## src/rtl/mem_bus_arbiter_pkg.sv

```systemverilog
// mem_bus_arbiter_pkg: grant/state encodings and port indices shared by the arbiter files.
package mem_bus_arbiter_pkg;
  typedef enum logic [1:0] {
    ARB_IDLE = 2'b00,
    ARB_CPU  = 2'b01,
    ARB_DMA  = 2'b10
  } arb_state_t;
  localparam logic PORT_CPU = 1'b0;
  localparam logic PORT_DMA = 1'b1;
endpackage

```

## src/rtl/rr_pick2.sv

```systemverilog
// rr_pick2: two-input round-robin picker; on a tie the port that did not win last time is chosen.
module rr_pick2
  import mem_bus_arbiter_pkg::*;
(
  input  logic req0,
  input  logic req1,
  input  logic last_grant,
  output logic pick0,
  output logic pick1,
  output logic valid
);
  assign pick0 = req0 & (~req1 | (last_grant == PORT_DMA));
  assign pick1 = req1 & (~req0 | (last_grant == PORT_CPU));
  assign valid = req0 | req1;
endmodule

```

## src/rtl/mem_bus_arbiter.sv

```systemverilog
// mem_bus_arbiter: round-robin CPU/DMA arbiter for the single memory port.
// Optional wait timeout with busErr pulse enabled by MEM_BUS_ARBITER_TIMEOUT_EN.
module mem_bus_arbiter
  import mem_bus_arbiter_pkg::*;
#(
  parameter int M       = 16,
  parameter int N       = 32,
  parameter int TIMEOUT = 64
) (
  input  logic         clk,
  input  logic         rst,
  input  logic [N-1:0] cpuAddr,
  input  logic [M-1:0] cpuWrite,
  input  logic         cpuRE,
  input  logic         cpuWE,
  output logic [M-1:0] cpuRead,
  output logic         cpuReady,
  input  logic [N-1:0] dmaAddr,
  input  logic [M-1:0] dmaWrite,
  input  logic         dmaRE,
  input  logic         dmaWE,
  output logic [M-1:0] dmaRead,
  output logic         dmaReady,
  output logic [N-1:0] memAddr,
  output logic [M-1:0] memWrite,
  output logic         memRE,
  output logic         memWE,
  input  logic [M-1:0] memReadIn,
  input  logic         memReady,
  output logic [1:0]   grant,
  output logic         busErr
);
  arb_state_t state;
  logic last_grant, req_c, req_d, gc, gd, cur_req, other_req, to, done;
  logic pick0, pick1, valid;
  assign req_c     = cpuRE | cpuWE;
  assign req_d     = dmaRE | dmaWE;
  assign gc        = state == ARB_CPU;
  assign gd        = state == ARB_DMA;
  assign cur_req   = (gc & req_c) | (gd & req_d);
  assign other_req = (gc & req_d) | (gd & req_c);
  assign done      = cur_req & (memReady | to);
  rr_pick2 u_pick (
    .req0      (req_c),
    .req1      (req_d),
    .last_grant(last_grant),
    .pick0     (pick0),
    .pick1     (pick1),
    .valid     (valid)
  );
  // A simultaneous RE+WE is treated as a write, so RE is masked by WE.
  assign memAddr  = gc ? cpuAddr : gd ? dmaAddr : '0;
  assign memWrite = gc ? cpuWrite : gd ? dmaWrite : '0;
  assign memWE    = (gc & cpuWE) | (gd & dmaWE);
  assign memRE    = (gc & cpuRE & ~cpuWE) | (gd & dmaRE & ~dmaWE);
  assign cpuReady = gc & done;
  assign dmaReady = gd & done;
  assign cpuRead  = ~gc ? '0 : to ? '1 : memReadIn;
  assign dmaRead  = ~gd ? '0 : to ? '1 : memReadIn;
  assign busErr   = to;
  assign grant    = state;
`ifdef MEM_BUS_ARBITER_TIMEOUT_EN
  logic [7:0] cnt;
  assign to = cur_req & ~memReady & (cnt == 8'(TIMEOUT - 1));
  always_ff @(posedge clk or posedge rst)
    if (rst) cnt <= '0;
    else cnt <= (~cur_req | done) ? '0 : cnt + 8'd1;
`else
  // Timeout disabled: the comparison is constant false and only keeps TIMEOUT referenced.
  assign to = TIMEOUT < 0;
`endif
  always_ff @(posedge clk or posedge rst)
    if (rst) begin
      state      <= ARB_IDLE;
      last_grant <= PORT_DMA;
    end else if (state == ARB_IDLE) begin
      state <= ~valid ? ARB_IDLE : pick0 ? ARB_CPU : ARB_DMA;
    end else if (~cur_req) begin
      state <= ARB_IDLE;
    end else if (done) begin
      last_grant <= gd ? PORT_DMA : PORT_CPU;
      state      <= ~other_req ? state : gc ? ARB_DMA : ARB_CPU;
    end
endmodule

```

## config.mk

```make
export PLATFORM = sky130hd
export DESIGN_NAME = mem_bus_arbiter
export DESIGN_NICKNAME = d
export VERILOG_FILES = /design/src/rtl/mem_bus_arbiter_pkg.sv /design/src/rtl/rr_pick2.sv /design/src/rtl/mem_bus_arbiter.sv
export SDC_FILE = /design/constraint.sdc
export NUM_CORES = 1
export LEC_CHECK = 0
export CAP_MARGIN = 15
export CORE_AREA = 2 2 80 82
export DETAILED_ROUTE_END_ITERATION = 16
export DIE_AREA = 0 0 82 84
export PLACE_DENSITY = 0.74
export SYNTH_ARGS = -nofsm -noshare
export SYNTH_HDL_FRONTEND = slang
export SYNTH_SLANG_ARGS = --single-unit
export TNS_END_PERCENT = 1
```

## constraint.sdc

```tcl
create_clock -name clk -period 3.1 [get_ports clk]
set_input_delay 0.775 -clock clk [delete_from_list [all_inputs] [get_ports clk]]
set_output_delay 0.775 -clock clk [all_outputs]
set_load 0.05 [all_outputs]
```

==> summary.md, run 1 <==
| Metric | Value |
|---|---|
| Outcome | `complete, no violations` |
| Ys Warns | `0` |
| Initial core utilization | `15.9%` |
| Maxcap violations | `0` |
| H-tree levels | `1` |
| Site Rows | `29` |
| Placer Congestion | `0.743` |
| Register area | `76.3 µm²` |
| Vias per cell | `4.45` |
| Post-synth cell types | `22` |
| #FFs+latches synth | `3` |
| Switching part of the total | `56.6%` |
| HPWL Detailed | `5120 µm` |
| Final clock skew | `0.000145 ns` |
| Clk slew on worst S/H paths | `0.03 ns` |
| Final period util | `between 80% and 90%` |
| Fin crit period | `2.65 ns` |
| Avg WL per Cell | `15.7 µm` |
| Pint | `1.39 mW` |
| Most frequent cell after synthesis | `a22o_1` |
| Post-synth EDFFs | `0` |
| Hold Buf Count CTS | `0` |
| Largest net degree at the start of global routing | `37` |
| Port bufs | `204` |
| Antenna Nets Post-Route | `0` |
| Grt ovf | `0` |
| Antenna violations before repair | `0` |
| Final hold viol count | `0` |
| Util after Layout | `54.3%` |
| Vias in the first global route | `roughly 1700` |
| Placed Cells | `around 390` |
| Data arrival, critical path | `around 1.9 ns` |
| Fin. max-slew vios | `0` |
| First-pass GRT wire length | `about 8800 µm` |
| Max-slew headroom | `about 66%` |
| P per Cell Area | `964 mW/mm²` |
| Largest area contributor in the netlist | `a22o_1` |
| Core ar. | `0.00610 mm²` |
| DRT Pass-1 Iters | `4` |
| Ys async rst share | `100%` |
| Total GRT Usage | `16.1%` |
| Slew @ Worst Pin | `0.505 ns` |
| I/O Pins | `206` |
| Leak | `1.44 nW` |
| VDD IR max | `0.524 mV` |
| TNS Setup | `0 ns` |
| Mapped Area | `roughly 970 µm²` |
| CP Launch Type | `primary input` |
| Max clock buf depth | `2` |
| Design area | `0.00331 mm²` |
| Power share of the combinational group | `93.6%` |
| HP Class | `register to register` |
| Clock Sinks | `3` |
| Syn avg cell area | `7.90 µm²` |
| DRC Markers | `0` |
| Register area share after synthesis | `7.85%` |
| Die ar. | `0.00689 mm²` |
| Worst skew pair latency | `0.21 ns` |
| Post-Synthesis Cells | `between 100 and 150` |
| Area of the multi-input gates | `between 700 and 800 µm²` |
| Register share of total power | `about 2.9%` |
| CTS tree | `done` |
| Non-filler cells, final | `approximately 400` |
| Endpoint type of the worst setup path | `primary output` |
| Post-CTS sizing | `0` |
| Synth cell count leaders | `a22o_1 (49), and2_1 (32), buf_6 (7)` |
| Post-CTS setup buffer count | `0` |
| Root Driver | `clkbuf_8` |
| Final antenna diode count | `0` |
| Final setup fails | `0` |
| Pwr Total | `3.19 mW` |
| Kind of critical path | `primary input to primary output` |
| Main synth FF type | `dfrtp_1` |
| Syn-to-layout area delta | `241%` |
| CP Data Required Time | `2.32 ns` |
| DRT iter0 DRCs | `~60` |
| Clock share of power | `~3.5%` |
| Share of layout cells above drive strength 1 | `29.2%` |
| Syn nets | `242` |
| Critical Path Fanout Max | `4` |
| Routed WL | `6220 µm` |
| Synth area leaders | `a22o_1 (44%), and2_1 (21%), buf_6 (8.1%), dfrtp_1 (5.1%), dfstp_2 (2.7%)` |
| Nets | `439` |
| RSZ-0062 raised after global routing | `no` |
| Die Width | `82 µm` |
| CTS Buf Count | `3` |
| Total number of vias | `1761` |
| Sw power | `1.81 mW` |
| Dpl cell area | `0.00327 mm²` |
| Filler cell count | `between 500 and 600` |
| Max frequency | `0.377 GHz` |
| Die Height | `84 µm` |
| Synth top area share | `roughly 44%` |
## layout make-up
| cell class | instances | share of cell area, % |
|---|---|---|
| inverters | 2 | 0.227 |
| repair buffers | 207 | 70.0 |
| clock buffers | 4 | 1.36 |
| flip-flops and latches | 3 | 2.31 |
| multi-input cells | 103 | 23.2 |
| well taps | 77 | 2.91 |
## routing by layer
metal,routed length [µm],track usage (%)
met4,29,2.12
met2,3440,31.3
met5,0,0
met3,550,3.03
met1,2200,17.9
## worst max-delay path: stages
cell	delay, ns
clkdlybuf4s50_1	0.53
o21ai_0	0.12
nor2b_1	0.27
buf_12	0.18
## cells by family after synthesis
logic type / after synthesis / share of synthesized area (%)
buffers and inverters: 17 / 13.6
AOI/OAI and AO/OA: 59 / 50.8
other: 1 / 0.386
DFF: 3 / 7.85
and+or+nand+nor: 43 / 27.3
## cell usage in the layout, fill, tap and decap left out, drive strengths merged
cell,count
and2,32
inv,2
clkdlybuf4s50,120
dfstp,1
a21oi,3
o21bai,1
nor2,4
and2b,1
nor2b,4
nor3b,1
a22oi,1
nor3,1
buf,87
conb,1
clkbuf,4
a22o,49
dfrtp,2
o21a,2
o21ai,2
a32o,1
## power by group through the flow
stage | clock (mW) | combinational (mW) | sequential, mW
floorplan | 0 | 1.76 | 0.117
global placement | 0 | 2.99 | 0.0917
global route | 0.122 | 3.10 | 0.0963
finish | 0.113 | 2.99 | 0.0925
detailed placement | 0 | 3.00 | 0.0921
CTS | 0.117 | 3.00 | 0.0917
## stage by stage
| stage | setup slack [ns] | hold WS [ns] |
|---|---|---|
| after floorplan | 0.455 | 0.488 |
| after global placement | 0.477 | 0.517 |
| after detailed placement | 0.469 | 0.510 |
| after CTS | 0.451 | 0.515 |
| after global routing | 0.373 | 0.546 |
| final | 0.448 | 0.515 |
## state kept, by name, indices dropped and copies added (netlist names)
name	flops
last_grant	1
grant	2
## final timing paths
kind                       cells after the start        from          to  slack (ns)
max                                            4       cpuWE    cpuReady        0.45
min                                            2  last_grant  last_grant        0.52
max reg2reg                                    3    grant[1]  last_grant        1.60
min reg2reg                                    2  last_grant  last_grant        0.52
max in group asynchronous                      2         rst  last_grant        2.16
min in group asynchronous                      2         rst    grant[1]        0.73
Note: power is estimated with default switching activity, not from simulation.
==> inputs of run 2 (changes only) <==
- CAP_MARGIN: 15 -> 20
==> results of run 2 <==
The final DEF is identical to that of run 1; final timing and power are the same.
